## src/rtl/mem_writeback_if.sv

```systemverilog
// Single-port data-memory request/response bus between the writeback stage
// (master) and the data memory (slave).
interface mem_writeback_if #(
  parameter int DATA_W = 32,
  parameter int ADDR_W = 30
);
  logic              req;
  logic              we;
  logic [ADDR_W-1:0] addr;
  logic [DATA_W-1:0] wdata;
  logic              ready;
  logic              rvalid;
  logic [DATA_W-1:0] rdata;

  modport master (output req, we, addr, wdata, input  ready, rvalid, rdata);
  modport slave  (input  req, we, addr, wdata, output ready, rvalid, rdata);
endinterface

```

## src/rtl/mem_writeback.sv

```systemverilog
// Memory-access + writeback stage of the 4-slot VLIW core: serialises slot 3/4
// memory ops on one port, then commits the bundle atomically on wb_*.
// Optional: STORE_LOAD_FWD_EN forwards a slot-3 store to a same-address slot-4 load.
module mem_writeback #(
  parameter int DATA_W = 32,
  parameter int ADDR_W = 30,
  parameter int RD_W   = 7
) (
  input  logic              clk,
  input  logic              rst_n,
  input  logic              ex_valid,
  input  logic [DATA_W-1:0] ex_res1,
  input  logic [DATA_W-1:0] ex_res2,
  input  logic [RD_W-1:0]   ex_rd1,
  input  logic [RD_W-1:0]   ex_rd2,
  input  logic [RD_W-1:0]   ex_rd3,
  input  logic [RD_W-1:0]   ex_rd4,
  input  logic              ex_mre3,
  input  logic              ex_mwe3,
  input  logic              ex_mre4,
  input  logic              ex_mwe4,
  input  logic [ADDR_W-1:0] ex_daddr3,
  input  logic [ADDR_W-1:0] ex_daddr4,
  input  logic [DATA_W-1:0] ex_sdata3,
  input  logic [DATA_W-1:0] ex_sdata4,
  mem_writeback_if.master   m,
  output logic [RD_W-1:0]   wb_rd1,
  output logic [RD_W-1:0]   wb_rd2,
  output logic [RD_W-1:0]   wb_rd3,
  output logic [RD_W-1:0]   wb_rd4,
  output logic [DATA_W-1:0] wb_res1,
  output logic [DATA_W-1:0] wb_res2,
  output logic [DATA_W-1:0] wb_memdata3,
  output logic [DATA_W-1:0] wb_memdata4,
  output logic              mem_stall
);

  typedef enum logic [2:0] {IDLE, REQ3, WAIT3, REQ4, WAIT4} state_t;

  typedef struct packed {
    logic [DATA_W-1:0] res1, res2;
    logic [RD_W-1:0]   rd1, rd2, rd3, rd4;
    logic              mre3, mwe3, mre4, mwe4;
    logic [ADDR_W-1:0] addr3, addr4;
    logic [DATA_W-1:0] sdata3, sdata4;
  } bundle_t;

  state_t            state, state_d;
  bundle_t           ex_b, cap, b;
  logic [DATA_W-1:0] ld3_data;
  logic              op3, ld3, st3, op4, ld4, st4;
  logic              fwd, need4, commit;
  logic [DATA_W-1:0] md3, md4;

  always_comb begin
    ex_b        = '0;
    ex_b.res1   = ex_res1;
    ex_b.res2   = ex_res2;
    ex_b.rd1    = ex_rd1;
    ex_b.rd2    = ex_rd2;
    ex_b.rd3    = ex_rd3;
    ex_b.rd4    = ex_rd4;
    ex_b.mre3   = ex_mre3;
    ex_b.mwe3   = ex_mwe3;
    ex_b.mre4   = ex_mre4;
    ex_b.mwe4   = ex_mwe4;
    ex_b.addr3  = ex_daddr3;
    ex_b.addr4  = ex_daddr4;
    ex_b.sdata3 = ex_sdata3;
    ex_b.sdata4 = ex_sdata4;
  end

  // In IDLE the live ex_* bundle drives decisions; afterwards only the captured copy.
  assign b   = (state == IDLE) ? ex_b : cap;
  assign op3 = b.mre3 | b.mwe3;
  assign ld3 = b.mre3;
  assign st3 = b.mwe3 & ~b.mre3;
  assign op4 = b.mre4 | b.mwe4;
  assign ld4 = b.mre4;
  assign st4 = b.mwe4 & ~b.mre4;

`ifdef STORE_LOAD_FWD_EN
  assign fwd = st3 & ld4 & (b.addr3 == b.addr4);
`else
  assign fwd = 1'b0;
`endif
  assign need4 = op4 & ~fwd;

  always_comb begin
    state_d = state;
    commit  = 1'b0;
    unique case (state)
      IDLE:  if (ex_valid) begin
               if (op3)        state_d = REQ3;
               else if (need4) state_d = REQ4;
               else            commit  = 1'b1;
             end
      REQ3:  if (m.ready) begin
               if (ld3)        state_d = WAIT3;
               else if (need4) state_d = REQ4;
               else            commit  = 1'b1;
             end
      WAIT3: if (m.rvalid) begin
               if (need4) state_d = REQ4;
               else       commit  = 1'b1;
             end
      REQ4:  if (m.ready) begin
               if (ld4) state_d = WAIT4;
               else     commit  = 1'b1;
             end
      WAIT4: if (m.rvalid) commit = 1'b1;
      default: state_d = IDLE;
    endcase
    if (commit) state_d = IDLE;
  end

  assign mem_stall = (state == IDLE) ? (ex_valid & (op3 | op4)) : ~commit;

  always_comb begin
    m.req   = 1'b0;
    m.we    = 1'b0;
    m.addr  = '0;
    m.wdata = '0;
    unique case (state)
      REQ3: begin
        m.req   = 1'b1;
        m.we    = st3;
        m.addr  = cap.addr3;
        m.wdata = cap.sdata3;
      end
      REQ4: begin
        m.req   = 1'b1;
        m.we    = st4;
        m.addr  = cap.addr4;
        m.wdata = cap.sdata4;
      end
      default: ;
    endcase
  end

  // Slot-3 load data comes straight off the bus if slot 3 is the last op.
  assign md3 = !ld3 ? '0 : (state == WAIT3) ? m.rdata : ld3_data;
  assign md4 = !ld4 ? '0 : fwd ? b.sdata3 : m.rdata;

  always_ff @(posedge clk or negedge rst_n) begin
    if (!rst_n) begin
      state       <= IDLE;
      cap         <= '0;
      ld3_data    <= '0;
      wb_rd1      <= '0;
      wb_rd2      <= '0;
      wb_rd3      <= '0;
      wb_rd4      <= '0;
      wb_res1     <= '0;
      wb_res2     <= '0;
      wb_memdata3 <= '0;
      wb_memdata4 <= '0;
    end else begin
      state <= state_d;
      if (state == IDLE && ex_valid) cap      <= ex_b;
      if (state == WAIT3 && m.rvalid) ld3_data <= m.rdata;
      // Store slots carry no register result, so their tag is suppressed.
      wb_rd1      <= commit ? b.rd1 : '0;
      wb_rd2      <= commit ? b.rd2 : '0;
      wb_rd3      <= (commit && !st3) ? b.rd3 : '0;
      wb_rd4      <= (commit && !st4) ? b.rd4 : '0;
      wb_res1     <= commit ? b.res1 : '0;
      wb_res2     <= commit ? b.res2 : '0;
      wb_memdata3 <= commit ? md3 : '0;
      wb_memdata4 <= commit ? md4 : '0;
    end
  end

endmodule

```

## src/flat_wrapper.sv

```systemverilog
// flat-port wrapper written by rule: the top's interface ports become plain ports
module mem_writeback_flat 
#(
  parameter int DATA_W = 32,
  parameter int ADDR_W = 30,
  parameter int RD_W   = 7
)
  (clk, rst_n, ex_valid, ex_res1, ex_res2, ex_rd1, ex_rd2, ex_rd3, ex_rd4, ex_mre3, ex_mwe3, ex_mre4, ex_mwe4, ex_daddr3, ex_daddr4, ex_sdata3, ex_sdata4, wb_rd1, wb_rd2, wb_rd3, wb_rd4, wb_res1, wb_res2, wb_memdata3, wb_memdata4, mem_stall, m_req, m_we, m_addr, m_wdata, m_ready, m_rvalid, m_rdata);
  mem_writeback_if #(.DATA_W(DATA_W), .ADDR_W(ADDR_W)) m_i ();
  input  logic clk;
  input  logic rst_n;
  input  logic ex_valid;
  input  logic [DATA_W-1:0] ex_res1;
  input  logic [DATA_W-1:0] ex_res2;
  input  logic [RD_W-1:0] ex_rd1;
  input  logic [RD_W-1:0] ex_rd2;
  input  logic [RD_W-1:0] ex_rd3;
  input  logic [RD_W-1:0] ex_rd4;
  input  logic ex_mre3;
  input  logic ex_mwe3;
  input  logic ex_mre4;
  input  logic ex_mwe4;
  input  logic [ADDR_W-1:0] ex_daddr3;
  input  logic [ADDR_W-1:0] ex_daddr4;
  input  logic [DATA_W-1:0] ex_sdata3;
  input  logic [DATA_W-1:0] ex_sdata4;
  output logic [RD_W-1:0] wb_rd1;
  output logic [RD_W-1:0] wb_rd2;
  output logic [RD_W-1:0] wb_rd3;
  output logic [RD_W-1:0] wb_rd4;
  output logic [DATA_W-1:0] wb_res1;
  output logic [DATA_W-1:0] wb_res2;
  output logic [DATA_W-1:0] wb_memdata3;
  output logic [DATA_W-1:0] wb_memdata4;
  output logic mem_stall;
  output wire logic [$bits(m_i.req)-1:0] m_req;
  output wire logic [$bits(m_i.we)-1:0] m_we;
  output wire logic [$bits(m_i.addr)-1:0] m_addr;
  output wire logic [$bits(m_i.wdata)-1:0] m_wdata;
  input wire logic [$bits(m_i.ready)-1:0] m_ready;
  input wire logic [$bits(m_i.rvalid)-1:0] m_rvalid;
  input wire logic [$bits(m_i.rdata)-1:0] m_rdata;
  assign m_req = m_i.req;
  assign m_we = m_i.we;
  assign m_addr = m_i.addr;
  assign m_wdata = m_i.wdata;
  assign m_i.ready = m_ready;
  assign m_i.rvalid = m_rvalid;
  assign m_i.rdata = m_rdata;
  mem_writeback #(.DATA_W(DATA_W), .ADDR_W(ADDR_W), .RD_W(RD_W)) u_core (.clk(clk), .rst_n(rst_n), .ex_valid(ex_valid), .ex_res1(ex_res1), .ex_res2(ex_res2), .ex_rd1(ex_rd1), .ex_rd2(ex_rd2), .ex_rd3(ex_rd3), .ex_rd4(ex_rd4), .ex_mre3(ex_mre3), .ex_mwe3(ex_mwe3), .ex_mre4(ex_mre4), .ex_mwe4(ex_mwe4), .ex_daddr3(ex_daddr3), .ex_daddr4(ex_daddr4), .ex_sdata3(ex_sdata3), .ex_sdata4(ex_sdata4), .m(m_i), .wb_rd1(wb_rd1), .wb_rd2(wb_rd2), .wb_rd3(wb_rd3), .wb_rd4(wb_rd4), .wb_res1(wb_res1), .wb_res2(wb_res2), .wb_memdata3(wb_memdata3), .wb_memdata4(wb_memdata4), .mem_stall(mem_stall));
endmodule
```

## config.mk

```make
export PLATFORM = sky130hd
export DESIGN_NAME = mem_writeback_flat
export DESIGN_NICKNAME = d
export VERILOG_FILES = /design/src/rtl/mem_writeback_if.sv /design/src/rtl/mem_writeback.sv /design/src/flat_wrapper.sv
export SDC_FILE = /design/constraint.sdc
export NUM_CORES = 1
export LEC_CHECK = 0
export CORE_AREA = 2 2 188 190
export DETAILED_ROUTE_END_ITERATION = 10
export DIE_AREA = 0 0 190 192
export PLACE_DENSITY_LB_ADDON = 0.25
export RECOVER_POWER = 50
export SETUP_SLACK_MARGIN = 0.5
export SLEW_MARGIN = 40
export SYNTH_ARGS = -nofsm -noshare
export SYNTH_HDL_FRONTEND = slang
export SYNTH_SLANG_ARGS = --single-unit
```

## constraint.sdc

```tcl
create_clock -name clk -period 5.9 [get_ports clk]
set_input_delay 0.885 -clock clk [delete_from_list [all_inputs] [get_ports clk]]
set_output_delay 0.885 -clock clk [all_outputs]
set_load 0.005 [all_outputs]
```

After elaboration in Yosys (flattened, before gate mapping)
Index checks and enable logic that the tools add are counted.
{ "totals": {"regBits": 411, "input_bits": 257} }
{ "classes": {"n_eq_ne": 10, "n_mux": 37, "n_bitwise": 9, "n_reduce_logical": 9} }
{ "op_table": {"columns": ["cell", "n"], "rows": [
  ["$mux W32", 7],
  ["$mux W220", 1],
  ["$pmux W32 S2", 1],
  ["$pmux W30 S2", 1],
  ["$mux W7", 4],
  ["$mux W3", 9],
  ["$pmux W3 S5", 1],
  ["$ne A3 B2 Y1 const B", 4],
  ["$mux W1", 11],
  ["$eq A3 B2 Y1 const B", 2],
  ["$reduce_and A6 Y1", 1],
  ["$pmux W1 S5", 1],
  ["$logic_and A1 B1 Y1", 4],
  ["$and A1 B1 Y1", 3],
  ["$eq A3 B1 Y1 const B", 1],
  ["$eq A3 B3 Y1 const B", 1],
  ["$logic_not A3 Y1", 1],
  ["$ne A3 B1 Y1 const B", 1],
  ["$not A1 Y1", 3],
  ["$or A1 B1 Y1", 3],
  ["$logic_not A1 Y1", 2],
  ["$ne A2 B1 Y1 const B", 1],
  ["$pmux W1 S2", 1],
  ["$reduce_or A2 Y1", 1]
]} }

Depth between registers and ports, before layout
Gate-level depths: netlist of the first run.
{ "logic_depth": {"word_depth": 9, "ltp_mapped": 8, "depth_no_buf": 4} }

Worst setup path after synthesis of the first run
OpenSTA, ideal clock, no wires.
{ "synth_path": {"path_kind": "reg2out", "startpoint": "register u_core.state[1]", "endpoint": "output port m_we", "t_arrival_ns": 1.651, "required_time_ns": 5.015, "path_slack_ns": 3.364, "stages_incl_launch_ff": 7, "n_path_buf": 2, "path_cell_list": "dfrtp_1 > clkbuf_1 > or3_1 > buf_2 > mux2i_1 > nand2_1 > and3_1"} }
{ "synth_between": {"elab_chain_len": 5, "elab_cells_between_ends": 9} }
{ "synth_lines": {"columns": ["item", "line", "rtl"], "rows": [
  ["start, declared", "mem_writeback.sv:48", "state_t state, state_d;"],
  ["start signal, assigned", "mem_writeback.sv:159", "state <= state_d;"],
  ["$logic_not A3 Y1", "mem_writeback.sv:74", "assign b = (state == IDLE) ? ex_b : cap;"],
  ["$mux W220", "mem_writeback.sv:74", null],
  ["$not A1 Y1 (on tied branches)", "mem_writeback.sv:80, mem_writeback.sv:77", null],
  ["$and A1 B1 Y1 (on tied branches)", "mem_writeback.sv:80, mem_writeback.sv:77", null],
  ["$pmux W1 S2 (*)", "mem_writeback.sv:124", "unique case (state)"],
  ["end, declared", "flat_wrapper.sv:37", "output wire logic [$bits(m_i.we)-1:0] m_we;"]
]} }
Mark *: on every way between the ends. The rest lies on a longest branch, timed or not.

Worst setup path after layout of the first run
{ "layout_path": {"startpoint": "register u_core.state[0]", "endpoint": "output port m_wdata[19]"} }
{ "layout_between": {"elab_chain_len": 2, "elab_cells_between_ends": 3} }
{ "layout_lines": {"columns": ["item", "line", "rtl"], "rows": [
  ["$eq A3 B2 Y1 or $eq A3 B1 Y1 (tied branches)", "mem_writeback.sv:124", null],
  ["$pmux W32 S2 (*)", "mem_writeback.sv:124", null],
  ["end, declared", "flat_wrapper.sv:39", "output wire logic [$bits(m_i.wdata)-1:0] m_wdata;"]
]} }
Marks and branches as above.

==> impl_metrics.yaml, run 1 <==
synthesis:
  yosysTopAreaCell: "dfrtp_1"
  async_flop_share_pct: 100
  synthFlopType: "dfrtp_1"
  syn_area_per_cell_um2: 12.6
  ys_types: 38
  synthTopCellsByArea: "dfrtp_1, mux2_2, nand2_1, mux2i_1, and3_1"
  synth_nets: 1583
  yosys.area.top_type_share_pct: 61.5
  syn_inst: 1326
  syn_area_um2: 16700
  synth-seq-cells: 411
  yosys_warnings: 0
  yosysSeqAreaShare_pct: 61.5
  synth_edf_count: 0
timing:
  slew_headroom_pct: -43.0
  holdWs_ns: 0.504
  tightest_slew_ns: 2.14
  setup_viol: 0
  hold_violations: 0
  post-route-min-period_ns: 4.47
  clock_skew_ns: 0.0196
  drv_slew: 149
  setup_tns_ns: 0
  fin_crit_sh_pct: 75.8
  rsz0062_at_grt: "no"
  fmax_mhz: 223
clocking:
  post_cts_buffers: 0
  cts.sinks: 411
  cts_buffer_depth: 3
  cts_root_buf: "clkbuf_16"
  cts_buffers: 44
  clk_latency_ns: 0.55
  htreeDepth: 2
  cts_tree: "yes"
  path_clk_slew_ns: 0.06
  ctsHoldBuffers: 0
  post_cts_resized: 0
hold_path:
  min_path_type: "flip-flop to flip-flop"
  hp-start: "u_core.ld3_data[14]"
worst_setup_path:
  rr_startpoint: "u_core.state[1]"
  cp-end-kind: "output pin"
  path_max_fanout: 34
  arrival_ns: 3.59
  startpoint: "u_core.state[0]"
  crit_type: "flip-flop to output pin"
  cp.required_ns: 5.02
  cp-start-kind: "flip-flop"
drt:
  top_layer: "met5"
  vias_per_cell: 5.25
  wl_met1_um: 16600
  dr_wl_met3_um: 3960
  drt_iter0_drc: 781
  wl_met2_um: 22500
  routed_wl_um: 44400
  drt-pass1-iter-count: 6
  drtAntennaViolNets: 0
  vias: 11900
  drc: 0
  wl_per_cell_um: 19.6
layout:
  fin_area_um2: 23500
  layout_commonest_cell: "clkdlybuf4s50_1"
  area_delta_synth_final_pct: 40.3
  layout-drive-gt1-share_pct: 21.0
  final_cell_mix: "clkdlybuf4s50_1, dfrtp_1, mux2_2, nand2_1"
  nNetsFinal: 2030
  final_core_util_pct: 68.4
power:
  power.density_nw_per_um2: 518
  power.leakage_uw: 0.0107
  peakVddDrop_v: 0.000306
status:
  outcome: "complete, but fails checks"
  violations: "max-capacitance violations, max-slew violations"
floorplan:
  die_h_um: 192
  rows: 68
  ios: 478
  fp.coreArea_um2: 34300
  die_w_um: 190
  dieArea_um2: 36500
  initial_core_util_pct: 48.8
placement:
  dp_hpwl_um: 29800
  portBuffers: 477
  placed_cell_area_um2: 21900
  gp_congestion: 0.784
grt:
  antenna_found_initial: 4
  grt_pass1_vias: 12600
  track_usage_pct: 24.1
  grt_pass1_wl_um: 68500
  overflow: 0
  grt_max_degree: 157
flow_run:
  drv_cap: 3
where the power goes:
part	switching, uW	total [uW]	leakage [uW]	internal, uW
logic	2120	4680	0.00476	2560
registers	612	4580	0.00516	3970
clock network	1110	2890	0.000761	1790
per-stage QoR:
stage / total power [uW] / std cells / setup slack, ns
after detailed placement: 9360 / 2180 / 2.03
final: 12200 / 2265 / 1.43
after CTS: 12300 / 2260 / 1.64
after floorplan: 7300 / 1326 / 3.36
after global placement: 9170 / 2178 / 2.16
after global routing: 12900 / 2264 / 1.25
final cells by class:
cell class              count  area (um2)
diodes                      3        7.51
inverters                   2        7.51
clock inverters            14         216
flip-flops and latches    411       10300
repair buffers            494        4980
multi-input cells         820        6060
fillers                  2417       10800
clock buffers              66        1340
well taps                 455         569
cell families after synthesis:
| family | Yosys count | synth area share [%] |
|---|---|---|
| buf+inv | 95 | 2.45 |
| mux | 348 | 22.9 |
| flops | 411 | 61.5 |
| compound gates | 98 | 3.16 |
| simple gates | 374 | 9.97 |
flip-flops by register name (all words and copies together) (netlist names):
signal / flops
u_core.wb_memdata4: 32
u_core.cap: 220
u_core.wb_rd2: 7
u_core.wb_rd3: 7
u_core.wb_memdata3: 32
u_core.wb_rd1: 7
u_core.wb_rd4: 7
u_core.ld3_data: 32
u_core.wb_res2: 32
u_core.wb_res1: 32
u_core.state: 3
path summary, 6_finish.rpt:
kind / endpoint / slack [ns] / cells after the start
max: m_wdata[19] / 1.43 / 4
max reg2reg: u_core.cap[52] / 2.31 / 5
min in group asynchronous: u_core.wb_memdata4[14] / 0.95 / 1
min reg2reg: u_core.ld3_data[14] / 0.50 / 1
min: u_core.ld3_data[14] / 0.50 / 1
max in group asynchronous: u_core.cap[41] / 2.12 / 3
critical path, cell delays in order, from the launching register on:
cell	delay (ns)
dfrtp_1	0.71
nand2b_1	0.86
buf_4	0.57
nor2_1	0.29
clkdlybuf4s50_1	0.57
routing by layer:
layer  vias to the layer above  global-route usage [%]
met5                         -                       0
met4                         4                    8.41
met3                        86                    8.30
met2                       409                    41.7
met1                      5961                    28.0
li1                       5431                       -
cell usage after synthesis (3+ instances only):
cell      instances
nor2b_1           4
dfrtp_1         411
nor2_1           66
nand2b_1          4
o21ai_0           5
nand2_1         210
mux2i_1          64
a21oi_1          79
buf_1             3
clkbuf_1         60
and3_1           79
mux2_2          284
buf_2            27
Power figures use the tool's default switching activity.
==> run 2: changes to the inputs <==
- CORE_AREA: 2 2 188 190 -> unset
- CORE_MARGIN: unset -> 2
- CORE_UTILIZATION: unset -> 48
- DIE_AREA: 0 0 190 192 -> unset
- clock period: 5.9 -> 4.68 ns (I/O delays scaled with it)
==> impl_metrics.yaml, run 2 (synthesis gave the netlist of run 1 again) <==
grt:
  overflow: 0
  track_usage_pct: 23.8
  grt_pass1_wl_um: 67700
  grt_max_degree: 147
  antenna_found_initial: 4
  grt_pass1_vias: 12400
power:
  p_sw_share_pct: 31.7
  combPwrFrac_pct: 39.1
  p_seq_share_pct: 37.8
  power.density_nw_per_um2: 645
  p_clk_share_pct: 23.1
  internal-power_uw: 10300
  totalPowerFinal_uw: 15100
  power.leakage_uw: 0.0109
  peakVddDrop_v: 0.000430
  p_sw_uw: 4800
drt:
  wl_met1_um: 16900
  drc: 0
  top_layer: "met4"
  vias_per_cell: 5.28
  dr_wl_met3_um: 3810
  drtAntennaViolNets: 0
  drt-pass1-iter-count: 4
  drt_iter0_drc: 610
  wl_per_cell_um: 19.4
  routed_wl_um: 44000
  vias: 12000
  wl_met2_um: 21300
floorplan:
  die_h_um: 191
  rows: 68
  fp.coreArea_um2: 34500
  initial_core_util_pct: 48.5
  ios: 478
  die_w_um: 191
  dieArea_um2: 36400
clocking:
  htreeDepth: 2
  cts.sinks: 411
  cts_root_buf: "clkbuf_16"
  cts_buffer_depth: 3
  cts_buffers: 43
  clk_latency_ns: 0.54
  cts_tree: "yes"
  path_clk_slew_ns: 0.06
layout:
  final_cells: 2270
  largest_register_ffs: 220
  final_cell_mix: "dfrtp_1, clkdlybuf4s50_1, mux2_2, nand2_1, dlygate4sd3_1"
  layout_commonest_cell: "dfrtp_1"
  layout-drive-gt1-share_pct: 21.2
  nNetsFinal: 2034
  area_delta_synth_final_pct: 40.0
  largest-register: "u_core.cap"
  n_fill_cell: 2568
flow_run:
  drv_cap: 1
placement:
  gp_congestion: 0.788
  dp_hpwl_um: 29900
  portBuffers: 477
  dp.cells: 2187
hold_path:
  hp-start: "u_core.cap[192]"
  min_path_type: "flip-flop to flip-flop"
timing:
  slew_headroom_pct: -82.7
  clock_skew_ns: 0.0244
  tightest_slew_ns: 2.74
  setup_viol: 0
  drv_slew: 47
  fin_crit_sh_pct: 83.2
  setup_tns_ns: 0
  rsz0062_at_grt: "no"
  fmax_mhz: 257
  post-route-min-period_ns: 3.90
  hold_violations: 0
worst_setup_path:
  cp-end-kind: "output pin"
  arrival_ns: 3.19
  critPathBufInv: 1
  path_max_fanout: 41
  cp.required_ns: 3.98
  startpoint: "u_core.state[0]"
  crit_chain: "or3_4, mux2i_2, nand2_1, and3_1, clkdlybuf4s50_1"
  cp_top_family: "simple AND/OR/NAND/NOR gates"
  cp-start-kind: "flip-flop"
  crit_type: "flip-flop to output pin"
  crit_slowest_cell: "dfrtp_1"
  rr_startpoint: "u_core.state[0]"
  max_stage_delay_ns: 0.72
status:
  outcome: "complete, but fails checks"
  violations: "max-capacitance violations, max-slew violations"
==> run 2: final timing paths <==
kind                       cells after the start  slack (ns)                     end
min in group asynchronous                      1        1.03  u_core.wb_memdata4[14]
min reg2reg                                    2        0.50       u_core.wb_res1[4]
max reg2reg                                    4        1.68          u_core.cap[16]
max in group asynchronous                      3        1.07          u_core.cap[13]
max                                            5        0.78                    m_we
min                                            2        0.50       u_core.wb_res1[4]
==> run 2: power by group through the flow <==
stage                     Combinational [uW]  Clock [uW]  Sequential (uW)
after floorplan                         3630           0             5570
after global placement                  5860           0             5680
after detailed placement                6000           0             5780
after CTS                               6050        3570             5720
after global routing                    6420        3740             5870
final                                   5900        3500             5710
==> run 2: final cells by class <==
| type | instances | area (um2) | area share (%) |
|---|---|---|---|
| Tap cell | 455 | 569 | 2.43 |
| Inverter | 2 | 7.51 | 0.0320 |
| Sequential cell | 411 | 10300 | 43.9 |
| Multi-Input combinational cell | 820 | 6080 | 26.0 |
| Timing Repair Buffer | 499 | 4990 | 21.3 |
| Antenna cell | 5 | 12.5 | 0.0534 |
| Clock buffer | 61 | 1260 | 5.40 |
| Clock inverter | 17 | 211 | 0.903 |
==> run 2: tightest hold or removal path, cell delays in order (launching register included) <==
cell     delay, ns
dfrtp_1       0.37
nand2_1       0.06
a21oi_1       0.05
==> run 2: per-layer routing <==
metal  vias to the layer above  track usage, %
met5                         -               0
met4                         0            10.5
met3                       101            7.40
met2                       474            39.7
met1                      5968            28.4
li1                       5438               -
==> run 2: through the flow <==
stage | util, % | area (um2) | setup slack [ns] | hold WS (ns)
6_report | 68.0 | 23400 | 0.785 | 0.501
5_1_grt | 68.0 | 23400 | 0.422 | 0.509
4_1_cts | 68.0 | 23400 | 0.636 | 0.0545
3_5_place_dp | 63.8 | 22000 | 1.23 | 0.491
3_3_place_gp | 63.6 | 21900 | 1.04 | 0.483
2_1_floorplan | - | 16700 | 2.33 | 0.406
==> run 2: repair_timing <==
item,CTS,global route
hold buffers,0,0
buffers inserted,0,0
setup endpoints to repair,0,1
resized for setup,0,1
endpoints found under the hold margin,0,0
